## config.mk

```make
export PLATFORM = sky130hd
export DESIGN_NAME = bt656_ycrcb_demux
export DESIGN_NICKNAME = d
export VERILOG_FILES = /design/src/rtl/bt656_pkg.sv /design/src/rtl/bt656_trs_detect.sv /design/src/rtl/bt656_ycrcb_demux.sv
export SDC_FILE = /design/constraint.sdc
export NUM_CORES = 1
export LEC_CHECK = 0
export ABC_CLOCK_PERIOD_IN_PS = 5000
export BUFFER_PORTS_ARGS = -buffer_cell sky130_fd_sc_hd__buf_2
export CAP_MARGIN = 20
export CORE_MARGIN = 5
export CORE_UTILIZATION = 36
export DETAILED_ROUTE_END_ITERATION = 7
export MAX_ROUTING_LAYER = met4
export SKIP_CTS_REPAIR_TIMING = 1
export SLEW_MARGIN = 20
export SYNTH_ARGS = -nofsm -noshare
export SYNTH_HDL_FRONTEND = slang
export SYNTH_HIERARCHICAL = 1
export SYNTH_SLANG_ARGS = --single-unit
```

## constraint.sdc

```tcl
create_clock -name clk -period 5 [get_ports clk]
set_clock_uncertainty 0.1 [all_clocks]
set_input_delay 0 -clock clk [delete_from_list [all_inputs] [get_ports clk]]
set_output_delay 0 -clock clk [all_outputs]
set_load 0.05 [all_outputs]
```

## src/rtl/bt656_pkg.sv

```systemverilog
// Shared constants and state encodings for the BT.656 demultiplexer.
package bt656_pkg;

  // Fill bits of the TRS preamble words (all-ones, then two all-zeros).
  localparam logic TRS_ONES = 1'b1;
  localparam logic TRS_ZERO = 1'b0;

  // XY flag positions, as offsets below the word width.
  localparam int XY_F_OFS = 2;
  localparam int XY_V_OFS = 3;
  localparam int XY_H_OFS = 4;

  typedef enum logic [2:0] {
    ST_IDLE,
    ST_ONES,
    ST_Z1,
    ST_Z2,
    ST_XY
  } trs_state_e;

  typedef enum logic [1:0] {
    PH_CB,
    PH_Y0,
    PH_CR,
    PH_Y1
  } phase_e;

endpackage

```

## src/rtl/bt656_trs_detect.sv

```systemverilog
// Tracks the 3FF/000/000/XY timing reference sequence and flags its words.
module bt656_trs_detect
  import bt656_pkg::*;
#(
  parameter int DATA_W = 10
) (
  input  logic              clk,
  input  logic              rst,
  input  logic [DATA_W-1:0] din,
  input  logic              din_en,
  output logic              is_trs_word,
  output logic              xy_valid,
  output logic              f,
  output logic              v,
  output logic              h,
  output trs_state_e        state_o
);

  localparam logic [DATA_W-1:0] ONES_W = {DATA_W{TRS_ONES}};
  localparam logic [DATA_W-1:0] ZERO_W = {DATA_W{TRS_ZERO}};

  trs_state_e state_q, state_d;
  logic       din_ones, din_zero;

  assign din_ones = (din == ONES_W);
  assign din_zero = (din == ZERO_W);

  always_ff @(posedge clk) begin
    if (rst) state_q <= ST_IDLE;
    else     state_q <= state_d;
  end

  always_comb begin
    state_d     = state_q;
    is_trs_word = 1'b0;
    xy_valid    = 1'b0;
    f           = din[DATA_W-XY_F_OFS];
    v           = din[DATA_W-XY_V_OFS];
    h           = din[DATA_W-XY_H_OFS];
    case (state_q)
      ST_ONES, ST_Z1: is_trs_word = din_ones || din_zero;
      ST_Z2:          is_trs_word = 1'b1;
      default:        is_trs_word = din_ones;
    endcase
    if (din_en) begin
      case (state_q)
        ST_ONES: state_d = din_ones ? ST_ONES : (din_zero ? ST_Z1 : ST_IDLE);
        ST_Z1:   state_d = din_ones ? ST_ONES : (din_zero ? ST_Z2 : ST_IDLE);
        ST_Z2: begin
          // The word after the second zero is always the XY word.
          xy_valid = 1'b1;
          state_d  = ST_XY;
        end
        default: state_d = din_ones ? ST_ONES : ST_IDLE;
      endcase
    end
  end

  assign state_o = state_q;

endmodule

```

## src/rtl/bt656_ycrcb_demux.sv

```systemverilog
// BT.656 4:2:2 word stream to per-luma (y, cr, cb) triples with timing flags.
module bt656_ycrcb_demux
  import bt656_pkg::*;
#(
  parameter int DATA_W = 10
) (
  input  logic              clk,
  input  logic              rst,
  input  logic [DATA_W-1:0] din,
  input  logic              din_en,
  output logic [DATA_W-1:0] y,
  output logic [DATA_W-1:0] cr,
  output logic [DATA_W-1:0] cb,
  output logic              pix_valid,
  output logic              field,
  output logic              vblank,
  output logic              hblank,
  output logic              sav,
  output logic              eav
);

  logic       is_trs_word, xy_valid, xy_f, xy_v, xy_h;
  logic       preamble_broken;
  trs_state_e trs_state;

  bt656_trs_detect #(.DATA_W(DATA_W)) u_trs (
    .clk         (clk),
    .rst         (rst),
    .din         (din),
    .din_en      (din_en),
    .is_trs_word (is_trs_word),
    .xy_valid    (xy_valid),
    .f           (xy_f),
    .v           (xy_v),
    .h           (xy_h),
    .state_o     (trs_state)
  );

  phase_e            phase_q, phase_d;
  logic              active_q, active_d;
  logic [DATA_W-1:0] cb_lat_q, cb_lat_d, y0_q, y0_d;
  logic [DATA_W-1:0] y_q, y_d, cr_q, cr_d, cb_q, cb_d;
  logic              pix_valid_q, pix_valid_d, sav_q, sav_d, eav_q, eav_d;
  logic              field_q, field_d, vblank_q, vblank_d, hblank_q, hblank_d;

  // A word that breaks a started preamble (other than a fresh all-ones).
  assign preamble_broken = ((trs_state == ST_ONES) || (trs_state == ST_Z1)) && !is_trs_word;

  always_comb begin
    phase_d     = phase_q;
    active_d    = active_q;
    cb_lat_d    = cb_lat_q;
    y0_d        = y0_q;
    y_d         = y_q;
    cr_d        = cr_q;
    cb_d        = cb_q;
    field_d     = field_q;
    vblank_d    = vblank_q;
    hblank_d    = hblank_q;
    pix_valid_d = 1'b0;
    sav_d       = 1'b0;
    eav_d       = 1'b0;
    if (din_en) begin
      if (xy_valid) begin
        field_d  = xy_f;
        vblank_d = xy_v;
        hblank_d = xy_h;
        sav_d    = !xy_h;
        eav_d    = xy_h;
        active_d = !xy_h && !xy_v;
        phase_d  = PH_CB;
      end else if (is_trs_word) begin
        phase_d = PH_CB;
      end else if (preamble_broken) begin
        active_d = 1'b0;
        phase_d  = PH_CB;
      end else if (active_q) begin
        case (phase_q)
          PH_CB: begin
            cb_lat_d = din;
            phase_d  = PH_Y0;
          end
          PH_Y0: begin
            y0_d    = din;
            phase_d = PH_CR;
          end
          PH_CR: begin
            y_d         = y0_q;
            cb_d        = cb_lat_q;
            cr_d        = din;
            pix_valid_d = 1'b1;
            phase_d     = PH_Y1;
          end
          default: begin
            // Second luma reuses the chroma pair already on the outputs.
            y_d         = din;
            pix_valid_d = 1'b1;
            phase_d     = PH_CB;
          end
        endcase
      end
    end
  end

  always_ff @(posedge clk) begin
    if (rst) begin
      phase_q     <= PH_CB;
      active_q    <= 1'b0;
      cb_lat_q    <= '0;
      y0_q        <= '0;
      y_q         <= '0;
      cr_q        <= '0;
      cb_q        <= '0;
      field_q     <= 1'b0;
      vblank_q    <= 1'b0;
      hblank_q    <= 1'b0;
      pix_valid_q <= 1'b0;
      sav_q       <= 1'b0;
      eav_q       <= 1'b0;
    end else begin
      phase_q     <= phase_d;
      active_q    <= active_d;
      cb_lat_q    <= cb_lat_d;
      y0_q        <= y0_d;
      y_q         <= y_d;
      cr_q        <= cr_d;
      cb_q        <= cb_d;
      field_q     <= field_d;
      vblank_q    <= vblank_d;
      hblank_q    <= hblank_d;
      pix_valid_q <= pix_valid_d;
      sav_q       <= sav_d;
      eav_q       <= eav_d;
    end
  end

  assign y         = y_q;
  assign cr        = cr_q;
  assign cb        = cb_q;
  assign pix_valid = pix_valid_q;
  assign field     = field_q;
  assign vblank    = vblank_q;
  assign hblank    = hblank_q;
  assign sav       = sav_q;
  assign eav       = eav_q;

endmodule
```

==> results.sh <==
export IMPL_status="complete, no violations"
export IMPL_yosys_warnings=6
export IMPL_path_clk_slew_ps=70
export IMPL_setup_violations=0
export IMPL_ios=49
export IMPL_arrival_ps=3000
export IMPL_num_antenna_cells=0
export IMPL_crit_required_ps=5170
export IMPL_dp_cells=412
export IMPL_netlist_top_cells_area="dfxtp_1, mux2i_1, nand2_1"
export IMPL_slowest_stage="dfxtp_1"
export IMPL_grt_pass1_wl_microns=10300
export IMPL_period_share_pct=56.7
export IMPL_nets=354
export IMPL_die_area_sq_um=9510
export IMPL_clockBufferDepth=2
export IMPL_grt_max_degree=50
export IMPL_worstPathCellList="nand2b_1, nor4_1, nor2_1, nand2_1, and4bb_1, o211a_1, mux2i_1"
export IMPL_syn2layout_area_growth_pct=23.7
export IMPL_ir_drop_uv=165
export IMPL_crit_path_max_fanout=17
export IMPL_grt_usage_pct=13.9
export IMPL_synth_edf_count=0
export IMPL_final_common_cell="nand2_1"
export IMPL_synth_area_per_cell_sq_um=9.75
export IMPL_h_tree_depth=3
export IMPL_core_area_sq_um=7610
export IMPL_start_util_pct=36.3
export IMPL_vias_per_cell=4.90
export IMPL_synth_distinct_cells=41
export IMPL_crit_type="flip-flop to flip-flop"
export IMPL_holdCritPathClass="flip-flop to flip-flop"
export IMPL_hold_viol=0
export IMPL_port_buffer_count=48
export IMPL_cts_buffers=9
export IMPL_clock_latency_ps=340
export IMPL_cts_root_buf="clkbuf_8"
export IMPL_crit_buf_inv=0
export IMPL_n_fill_cell=781
export IMPL_cts_sinks=62
export IMPL_drv_cap=0
export IMPL_synth_cells=283
export IMPL_start_kind="flip-flop"
export IMPL_antenna_found_initial=0
export IMPL_async_reset_ff_share_pct=0
export IMPL_antenna_left=0
export IMPL_place_hpwl_microns=4320
export IMPL_vias=2179
export IMPL_leakagePower_nw=1.52
export IMPL_rows=32
export IMPL_synth_seq_cells=62
export IMPL_endpoint_kind="flip-flop"
export IMPL_tightest_slew_ps=738
export IMPL_die_h_microns=97.5
export IMPL_syn_nets=299
export IMPL_cts_tree="built"
export IMPL_yosys_area_top_type="dfxtp_1"
export IMPL_powerDensity_nw_per_um2=299
export IMPL_slew_viol_final=0
export IMPL_dr_pass1_iters=4
export IMPL_min_period_ps=2840
export IMPL_wl_microns=6130
export IMPL_critPathTopFamily="simple AND/OR/NAND/NOR gates"
export IMPL_grt_pass1_vias=2077
export IMPL_rsz0062_at_grt="false"
export IMPL_layout_common_cells="nand2_1, dfxtp_1, mux2i_1"
export IMPL_syn_area_sq_um=2760
export IMPL_die_x_microns=97.5
export IMPL_setup_tns_ps=0
export IMPL_dr_first_iter_drc_count=58
export IMPL_final_layout_size_suffix_gt1_share_pct=23.6
export IMPL_cpPeakStageDelay_ps=770
export IMPL_gp_congestion=0.800
export IMPL_yosysSeqAreaShare_pct=45.0
export IMPL_grt_overflow_total=0
export IMPL_fin_cells=445
export IMPL_ys_dominant_reg_cell="dfxtp_1"
export IMPL_wl_per_cell_microns=13.8
export IMPL_relSlewSlack_pct=50.5
export IMPL_synth_top_area_share_pct=45.0
export IMPL_drc=0
export IMPL_fmax_mhz=352
-- power breakdown --
group	leakage (nW)	internal, mW	switching (mW)
Clock	0.110	0.293	0.187
Combinational	0.912	0.0183	0.0272
Sequential	0.499	0.494	0.00000585
-- routing by layer --
layer	wire (microns)	track usage, %	part of all wire [%]	up-vias
met5	0	-	0	-
met4	63	4.47	1.0	0
met3	301	4.81	4.9	5
li1	-	-	-	1089
met1	2810	17.3	46	1041
met2	2950	21.3	48	44
-- cell families after synthesis --
group	Yosys count	synth area share [%]
AND/OR/NAND/NOR	105	17.9
flip-flops	62	45.0
multiplexers	60	22.2
buffers and inverters	28	5.80
AO/OA/AOI/OAI	24	7.17
adder cells (fa/ha/maj)	3	1.36
XOR/XNOR	1	0.590
-- path summary, 6_finish.rpt --
path / start / end / slack (ps) / cells past startpoint
worst min register to register: hblank$_SDFFE_PP0P_ / hblank$_SDFFE_PP0P_ / 350 / 2
worst max register to register: u_trs/state_o[2]$_SDFFE_PP0P_ / cb_lat_q[1]$_SDFFE_PP0P_ / 2160 / 7
worst max-delay path: u_trs/state_o[2]$_SDFFE_PP0P_ / cb_lat_q[1]$_SDFFE_PP0P_ / 2160 / 7
worst min-delay path: hblank$_SDFFE_PP0P_ / hblank$_SDFFE_PP0P_ / 350 / 2
-- registers in the layout (all words and copies together), names as in the netlist --
name / flops
y: 10
sav: 1
eav: 1
cb: 10
pix_valid: 1
vblank: 1
phase_q: 2
y0_q: 10
active_q: 1
u_trs/state_o: 3
cr: 10
cb_lat_q: 10
field: 1
hblank: 1
-- metrics by stage --
stage	worst slack [ps]	util, %	hold slack, ps	instance area, sq um	total power [mW]
6_report	2160	44.9	353	3410	1.02
3_3_place_gp	2320	39.4	208	3000	0.541
3_5_place_dp	2210	39.8	212	3030	0.544
2_1_floorplan	2960	-	-30.9	2760	0.528
5_1_grt	1980	44.9	388	3410	1.07
4_1_cts	2180	42.6	-157	3240	1.03
-- worst min-delay path: cells and delay by family (launching register included) --
family,cells,cell delay (ps)
compound gates,1,50
flops,1,310
simple gates,1,50
-- synth_stat cells, types with 3 or more instances --
cell type  count
clkbuf_1       9
inv_1          6
a21oi_1        4
nand2_1       76
ha_1           3
buf_6          4
buf_4          6
mux2i_1       50
mux2_2        10
o211ai_1       4
o311ai_0       3
o211a_1        3
dfxtp_1       62
nand3_1        5
-- final cells by class --
type,instances,area [sq um],area share [%]
multi-input combinational,193,1380,40.3
sequential,62,1240,36.4
timing repair buffer,66,430,12.6
clock buffer,12,145,4.25
tap,102,128,3.74
clock inverter,4,70.1,2.05
inverter,6,22.5,0.660
(Power assumes the default switching activity.)
